--- src/rtl/uart_pkg.sv ---
// Shared definitions for the memory-mapped UART transmitter: FSM states,
// register offsets within the MMIO window and STATUS bit positions.
package uart_pkg;

  typedef enum logic [1:0] {
    ST_IDLE  = 2'd0,
    ST_START = 2'd1,
    ST_DATA  = 2'd2,
    ST_STOP  = 2'd3
  } tx_state_e;

  localparam logic [31:0] TXDATA_OFS = 32'h0000_0000;
  localparam logic [31:0] STATUS_OFS = 32'h0000_0004;

  localparam int STAT_FULL_BIT  = 0;
  localparam int STAT_EMPTY_BIT = 1;
  localparam int STAT_BUSY_BIT  = 2;
  localparam int STAT_OVF_BIT   = 3;

endpackage

--- src/rtl/sync_fifo.sv ---
// Single-clock FIFO with show-ahead read data; pointers carry an extra MSB so
// full and empty are distinguishable. A push into a full FIFO only lands when
// a pop happens in the same cycle.
module sync_fifo #(
  parameter int WIDTH = 8,
  parameter int DEPTH = 4
) (
  input  logic             clk,
  input  logic             reset,
  input  logic             i_push,
  input  logic [WIDTH-1:0] i_wr_data,
  input  logic             i_pop,
  output logic [WIDTH-1:0] o_rd_data,
  output logic             o_full,
  output logic             o_empty
);

  localparam int AW = (DEPTH > 1) ? $clog2(DEPTH) : 1;
  localparam logic [AW:0] PTR_ONE = (AW + 1)'(1);

  logic [WIDTH-1:0] r_mem [DEPTH];
  logic [AW:0]      r_wptr;
  logic [AW:0]      r_rptr;
  logic             w_do_push;
  logic             w_do_pop;

  assign o_empty   = (r_wptr == r_rptr);
  assign o_full    = (r_wptr[AW] != r_rptr[AW]) && (r_wptr[AW-1:0] == r_rptr[AW-1:0]);
  assign w_do_pop  = i_pop && !o_empty;
  assign w_do_push = i_push && (!o_full || w_do_pop);
  assign o_rd_data = r_mem[r_rptr[AW-1:0]];

  always_ff @(posedge clk) begin
    if (reset) begin
      r_wptr <= '0;
      r_rptr <= '0;
    end else begin
      if (w_do_push) r_wptr <= r_wptr + PTR_ONE;
      if (w_do_pop)  r_rptr <= r_rptr + PTR_ONE;
    end
  end

  always_ff @(posedge clk) begin
    if (!reset && w_do_push) r_mem[r_wptr[AW-1:0]] <= i_wr_data;
  end

endmodule

--- src/rtl/mmio_uart_tx.sv ---
// Memory-mapped 8N1 UART transmitter: TXDATA stores feed a FIFO, a four-state
// FSM serialises bytes LSB first, and STATUS reports overflow/busy/empty/full.
module mmio_uart_tx
  import uart_pkg::*;
#(
  parameter int          CLKS_PER_BIT = 16,
  parameter logic [31:0] BASE_ADDR    = 32'h0000_0100,
  parameter int          FIFO_DEPTH   = 4
) (
  input  logic        clk,
  input  logic        reset,
  input  logic        MemWrite,
  input  logic [31:0] DataAdr,
  input  logic [31:0] WriteData,
  output logic [31:0] StatusData,
  output logic        txd,
  output logic        busy,
  output tx_state_e   o_dbg_state
);

  localparam logic [15:0] BAUD_LOAD = 16'(CLKS_PER_BIT - 1);

  logic       w_sel_tx;
  logic       w_sel_st;
  logic       w_pop;
  logic       w_full;
  logic       w_empty;
  logic [7:0] w_rd_data;

  tx_state_e   r_state;
  logic [15:0] r_baud;
  logic [2:0]  r_bit_idx;
  logic [7:0]  r_shift;
  logic        r_txd;
  logic        r_overflow;

  assign w_sel_tx = MemWrite && (DataAdr == BASE_ADDR + TXDATA_OFS);
  assign w_sel_st = MemWrite && (DataAdr == BASE_ADDR + STATUS_OFS);

  // Pop only when the line is free: idle, or the final cycle of a stop bit.
  assign w_pop = !w_empty &&
                 ((r_state == ST_IDLE) || ((r_state == ST_STOP) && (r_baud == 16'd0)));

  sync_fifo #(
    .WIDTH (8),
    .DEPTH (FIFO_DEPTH)
  ) u_fifo (
    .clk       (clk),
    .reset     (reset),
    .i_push    (w_sel_tx),
    .i_wr_data (WriteData[7:0]),
    .i_pop     (w_pop),
    .o_rd_data (w_rd_data),
    .o_full    (w_full),
    .o_empty   (w_empty)
  );

  always_ff @(posedge clk) begin
    if (reset) begin
      r_overflow <= 1'b0;
    end else if (w_sel_tx && w_full && !w_pop) begin
      r_overflow <= 1'b1;
    end else if (w_sel_st && WriteData[STAT_OVF_BIT]) begin
      r_overflow <= 1'b0;
    end
  end

  // txd is registered from the current state, so the line lags the FSM by one
  // cycle uniformly and every bit still lasts CLKS_PER_BIT cycles.
  always_ff @(posedge clk) begin
    if (reset) begin
      r_state   <= ST_IDLE;
      r_baud    <= '0;
      r_bit_idx <= '0;
      r_shift   <= '0;
      r_txd     <= 1'b1;
    end else begin
      case (r_state)
        ST_IDLE: begin
          r_txd <= 1'b1;
          if (r_baud != 16'd0) r_baud <= r_baud - 16'd1;
          if (w_pop) begin
            r_shift <= w_rd_data;
            r_baud  <= BAUD_LOAD;
            r_state <= ST_START;
          end
        end
        ST_START: begin
          r_txd <= 1'b0;
          if (r_baud == 16'd0) begin
            r_state   <= ST_DATA;
            r_baud    <= BAUD_LOAD;
            r_bit_idx <= '0;
          end else begin
            r_baud <= r_baud - 16'd1;
          end
        end
        ST_DATA: begin
          r_txd <= r_shift[0];
          if (r_baud == 16'd0) begin
            r_baud <= BAUD_LOAD;
            if (r_bit_idx == 3'd7) begin
              r_state <= ST_STOP;
            end else begin
              r_bit_idx <= r_bit_idx + 3'd1;
              r_shift   <= {1'b0, r_shift[7:1]};
            end
          end else begin
            r_baud <= r_baud - 16'd1;
          end
        end
        ST_STOP: begin
          r_txd <= 1'b1;
          if (r_baud == 16'd0) begin
            r_baud <= BAUD_LOAD;
            if (w_pop) begin
              r_shift <= w_rd_data;
              r_state <= ST_START;
            end else begin
              r_state <= ST_IDLE;
            end
          end else begin
            r_baud <= r_baud - 16'd1;
          end
        end
      endcase
    end
  end

  assign txd         = r_txd;
  assign busy        = (r_state != ST_IDLE) || !w_empty;
  assign o_dbg_state = r_state;

  always_comb begin
    StatusData                 = '0;
    StatusData[STAT_FULL_BIT]  = w_full;
    StatusData[STAT_EMPTY_BIT] = w_empty;
    StatusData[STAT_BUSY_BIT]  = busy;
    StatusData[STAT_OVF_BIT]   = r_overflow;
  end

endmodule

--- config.mk ---
export PLATFORM = sky130hd
export DESIGN_NAME = mmio_uart_tx
export DESIGN_NICKNAME = d
export VERILOG_FILES = /design/src/rtl/uart_pkg.sv /design/src/rtl/sync_fifo.sv /design/src/rtl/mmio_uart_tx.sv
export SDC_FILE = /design/constraint.sdc
export NUM_CORES = 1
export LEC_CHECK = 0
export ABC_CLOCK_PERIOD_IN_PS = 5700
export CORE_UTILIZATION = 52
export CTS_CLUSTER_SIZE = 24
export DETAILED_ROUTE_END_ITERATION = 10
export PLACE_DENSITY = 0.85
export SLEW_MARGIN = 20
export SYNTH_ARGS = -nofsm -noshare
export SYNTH_HDL_FRONTEND = slang
export SYNTH_SLANG_ARGS = --single-unit
--- constraint.sdc ---
create_clock -name clk -period 5.7 [get_ports clk]
set_clock_uncertainty 0.05 [all_clocks]
set_input_delay 1.425 -clock clk [delete_from_list [all_inputs] [get_ports clk]]
set_output_delay 1.425 -clock clk [all_outputs]
set_load 0.05 [all_outputs]
; ---- Word level (Yosys, flattened, before mapping)
; Memories as Yosys holds them, arrays and structs flattened. A register that Yosys moved wholly into a read port is not among the register bits.
; Index checks and enable logic that the tools add are counted.
[totals]
register_bits = 37
mem_bits_rw = 32
inputBits = 67
output_inout_bits = 36
wordCells = 86
memories = 1
[memory_table]
columns = memory, words, word_bits, rd, rd_ports_with_merged_regs, wr, line_no
row1 = u_fifo.r_mem, 4, 8, 1, 1, 1, sync_fifo.sv:21  ; logic [WIDTH-1:0] r_mem [DEPTH];
[op_classes]
add_sub_neg = 4
eq_ne = 16
mux = 27
reduce_logical = 30
[op_table]
columns = cell, n
row1 = equality test 32 x 9 -> 1 bit (second input constant), 2
row2 = 2-to-1 mux 16 bit, 3
row3 = 2-to-1 mux 8 bit, 4
row4 = one-hot mux 16 bit (2 select lines), 1
row5 = one-hot mux 8 bit (3 select lines), 1
row6 = zero test 16 bit, 1
row7 = nonzero test 16 bit, 1
row8 = subtractor 16 x 1 -> 16 bit (second input constant), 1
row9 = 2-to-1 mux 2 bit, 7
row10 = logical AND 1 bit, 11
row11 = adder 3 x 1 -> 3 bit (second input constant), 3
row12 = 2-to-1 mux 3 bit, 3
row13 = inequality test 2 bit (second input constant), 4
row14 = one-hot mux 2 bit (4 select lines), 1
row15 = AND reduction 4 bit, 2
row16 = one-hot mux 3 bit (2 select lines), 1
row17 = nonzero test 2 bit, 3
row18 = 2-to-1 mux 1 bit, 5
row19 = AND reduction 5 bit, 1
row20 = equality test 2 bit (second input constant), 2
row21 = zero test 1 bit, 4
row22 = inequality test 2 x 1 -> 1 bit (second input constant), 2
row23 = equality test 3 bit, 1
row24 = equality test 3 bit (second input constant), 1
row25 = other kinds (10), 12

; ---- Logic depth before layout (Yosys ltp)
[depth]
word_depth = 10
depth_mapped = 9
mapped_depth_nobuf = 7

; ---- Modules after synthesis
; Synthesis repeated with hierarchy kept, for this count alone.
[unflattened]
cells_unflattened = 354
area_unflattened_um2 = 3822.4
[by_module_without_submodules]
columns = mod, n_inst, cells_per_inst, area_per_inst_um2, seq_area_each_um2
row1 = mmio_uart_tx, 1, 252, 2109.5, 620.6
row2 = sync_fifo, 1, 102, 1712.9, 1121.1

; ---- Worst setup path before layout
; No wires, ideal clock.
[synth_path]
path_kind = register to output
from = register r_state[0], in the netlist o_dbg_state[0]
to = output port StatusData[2]
arrival_ns = 2.389
t_required_ns = 4.225
setup_slack_ns = 1.836
stages_incl_launch_ff = 7
n_path_buf = 3
cell_sequence = dfxtp_1 > inv_1 > ha_1 > buf_2 > nand4_1 > clkbuf_1 > buf_4
[synth_between]
elab_chain_cells = 2
[synth_lines]
columns = item, line_no
row1 = "start, declared", mmio_uart_tx.sv:30  ; tx_state_e r_state;
row2 = "start signal, assigned", mmio_uart_tx.sv:72  ; r_state <= ST_IDLE;
row3 = "start signal, assigned", mmio_uart_tx.sv:85  ; r_state <= ST_START;
row4 = "start signal, assigned", mmio_uart_tx.sv:91  ; r_state <= ST_DATA;
row5 = nonzero test 2 bit, mmio_uart_tx.sv:131  ; assign busy = (r_state != ST_IDLE) || !w_empty;
row6 = logical OR 1 bit, mmio_uart_tx.sv:131
row7 = "end, declared", mmio_uart_tx.sv:15  ; output logic [31:0] StatusData,
; Every way passes these cells.

; ---- Final worst setup path
[layout_path]
from = register r_state[0], in the netlist o_dbg_state[0]
to = output port busy
[layout_between]
elab_chain_cells = 2
[layout_lines]
columns = item, line_no
row1 = nonzero test 2 bit, mmio_uart_tx.sv:131
row2 = logical OR 1 bit, mmio_uart_tx.sv:131
row3 = "end, declared", mmio_uart_tx.sv:17  ; output logic busy,
; Every way passes these cells.

==> qor.txt <==
Vias per cell: 5.40
Ys async rst share: 0%
Fin area: 4360 sq um
Fill count: 521
Syn avg cell area: 10.9 sq um
Area grow syn2layout: 16.4%
WL per Instance: 14.5 microns
Setup Viol. Count Final: 0
Die ar.: 7550 sq um
Unrepaired setup endpoints after global routing: no
Die height: 86.9 microns
Root buf cell: clkbuf_8
Routability cong.: 0.764
Number of global-route vias before repair: 2,580
# DRC: 0
IO buf count: 50
Slew Limit Fails: 0
Vias: 2,628
Total iterations of the first detailed-routing run: 4
Layout cells sized above 1: 10.5%
Power per cell area: 414 nW/um^2
Setup_tns: 0 ps
Multi-input logic area: 1730 sq um
Register-to-register setup slack: 2770 ps
Total area of sequential cells: 1740 sq um
Buffer depth of the longest clock path: 2
Number of CTS-inserted buffers: 9
DP Worst Slack: 1860 ps
Commonest non-fill, non-tap cell in the layout: clkdlybuf4s50_1
Placed cell areas: 4160 sq um
Final net count: 467
Final core utilization: 63.5%
Critical Path RT: 4220 ps
FP Rows: 30
Synth top area cells: edfxtp_1 26%, dfxtp_1 21%, buf_4 6.6%, mux4_2 4.8%, ha_1 4.7%
CP Data Arrival Time: 2740 ps
Max Fanout on Critical Path: 17
CTS tree: yes
# clock sinks: 71
Post-synth top flop: dfxtp_1
Worst Path Class, Setup: reg2out
Final Hold Viols: 0
Cell taking the most area after synthesis: edfxtp_1
Fmax achieved: 0.237 GHz
Yosys warning count: 0
Register area share after synthesis: 46.5%
Number of flops mapped to enable cells by yosys: 32
Synthesized cell area: 3750 sq um
Status: finished, final reports clean
Post-route antenna net violation count: 0
Hold buffer count at cts: 0
# diodes: 0
I/O pins: 103
Mapped Cells: 343
Most frequent cells in the layout: 50 x clkdlybuf4s50_1, 39 x dfxtp_1, 32 x nor2_1, 32 x edfxtp_1, 28 x conb_1
Htree depth: 3
Dpl hpwl: 4870 microns
Yosys cell types: 60
Setup ws final: 1480 ps
Total wire length: 7080 microns
Initial antenna violation count: 0
Initial Util: 54.5%
CTS resizes: 0
First-pass GRT wire length: 12,000 microns
Seq cells post-synth: 71
Worst-Margin Slew: 779 ps
CP startpoint kind: register
Gr usage total: 21.1%
Hold Crit Class: reg2reg
Worst rel slew slack: 48.1%
Tcrit/Tclk final: 74.0%
Final Critical Period: 4220 ps
Total gr overflow: 0
LEAKAGE: 0.00157 uW
Share of the synthesized area in the top cell type: 25.7%
Setup bufs post-CTS: 0
Clock-pin transition on the worst setup and hold timing paths: 80 ps
Detailed Route Iter0 Violations: 94
Core area: 6870 sq um
Critical Path Sink Type: primary output
IR drop worst, VDD: 0.000277 V
Largest net degree at the start of global routing: 37
Die Width: 86.9 microns
Max_cap viols: 0
Worst-Skew Late Latency: 350 ps
-- Yosys cell counts, types with 3 or more instances --
cell type and number:
dfxtp_1 39, xor2_1 14, a21boi_0 3, nand4_1 3
xnor2_1 3, o21ai_0 5, edfxtp_1 32, buf_6 4
or4_1 4, ha_1 14, or2_2 3, nor3_1 8
mux2i_1 10, nor4b_1 4, buf_4 33, a311oi_1 6
a21oi_1 14, nand3_1 3, nor4_1 11, o211ai_1 7
nor2_1 32, mux4_2 8, nor3b_1 4, nand2_1 10
inv_1 8, nand2b_1 9, o21ai_1 5, clkbuf_1 10
-- sequential cells by signal, indices dropped and copies added (netlist names), named ones only --
signal         flops
o_dbg_state        2
r_baud            16
r_bit_idx          3
r_overflow         1
r_shift            8
txd                1
u_fifo.r_mem      32
u_fifo.r_rptr      3
u_fifo.r_wptr      3
-- area by class of cell --
cell class	count	area share, %
Sequential cell	71	39.9
Multi-Input combinational cell	241	39.6
Timing Repair Buffer	55	12.3
Clock buffer	9	2.84
Tap cell	96	2.75
Clock inverter	7	1.81
Inverter	8	0.688
-- layer usage --
layer | share of wire, % | global-route usage (%)
met3 | 4.1 | 5.78
met4 | 1.0 | 6.67
met1 | 41 | 23.7
met2 | 54 | 38.5
met5 | 0 | 0
-- cells by family (layout without fill, tap and decap cells) --
group / count (synthesis) / after routing / share of synthesized area (%)
adders and majority gates: 14 / 14 / 4.68
muxes: 19 / 19 / 7.78
and+or+nand+nor: 102 / 102 / 15.4
AOI/OAI and AO/OA: 61 / 61 / 11.6
other: 1 / 28 / 0.100
xor gates and xnor gates: 17 / 17 / 3.97
DFF: 71 / 71 / 46.5
buffers and inverters: 58 / 79 / 10.1
-- metrics by stage --
stage,total power (uW),cells,hold WS (ps)
after floorplan,1290,370,409
after global placement,1370,471,424
after detailed placement,1400,471,438
after CTS,1810,487,449
after global routing,1920,487,477
final,1800,487,448
-- critical path, cell delays in order, from the launching register on --
cell and delay [ps]:
dfxtp_1 360, inv_1 150, ha_1 340, nand4_1 640, clkdlybuf4s50_1 910
-- report_power, final --
group | switching [uW] | internal (uW) | total [uW] | leakage (uW)
clock network | 202 | 207 | 410 | 0.000105
registers | 82.2 | 608 | 691 | 0.000605
logic | 423 | 281 | 704 | 0.000859
-- worst paths after layout --
path	start	endpoint	depth (start not counted)
worst max-delay path	o_dbg_state[0]$_SDFFE_PP0P_	busy	4
worst min-delay path	r_bit_idx[0]$_SDFFE_PP0P_	r_bit_idx[0]$_SDFFE_PP0P_	2
worst max register to register	o_dbg_state[1]$_SDFFE_PP0P_	u_fifo.r_mem[2][0]$_DFFE_PP_	7
worst min register to register	r_bit_idx[0]$_SDFFE_PP0P_	r_bit_idx[0]$_SDFFE_PP0P_	2
Power figures use the tool's default switching activity.
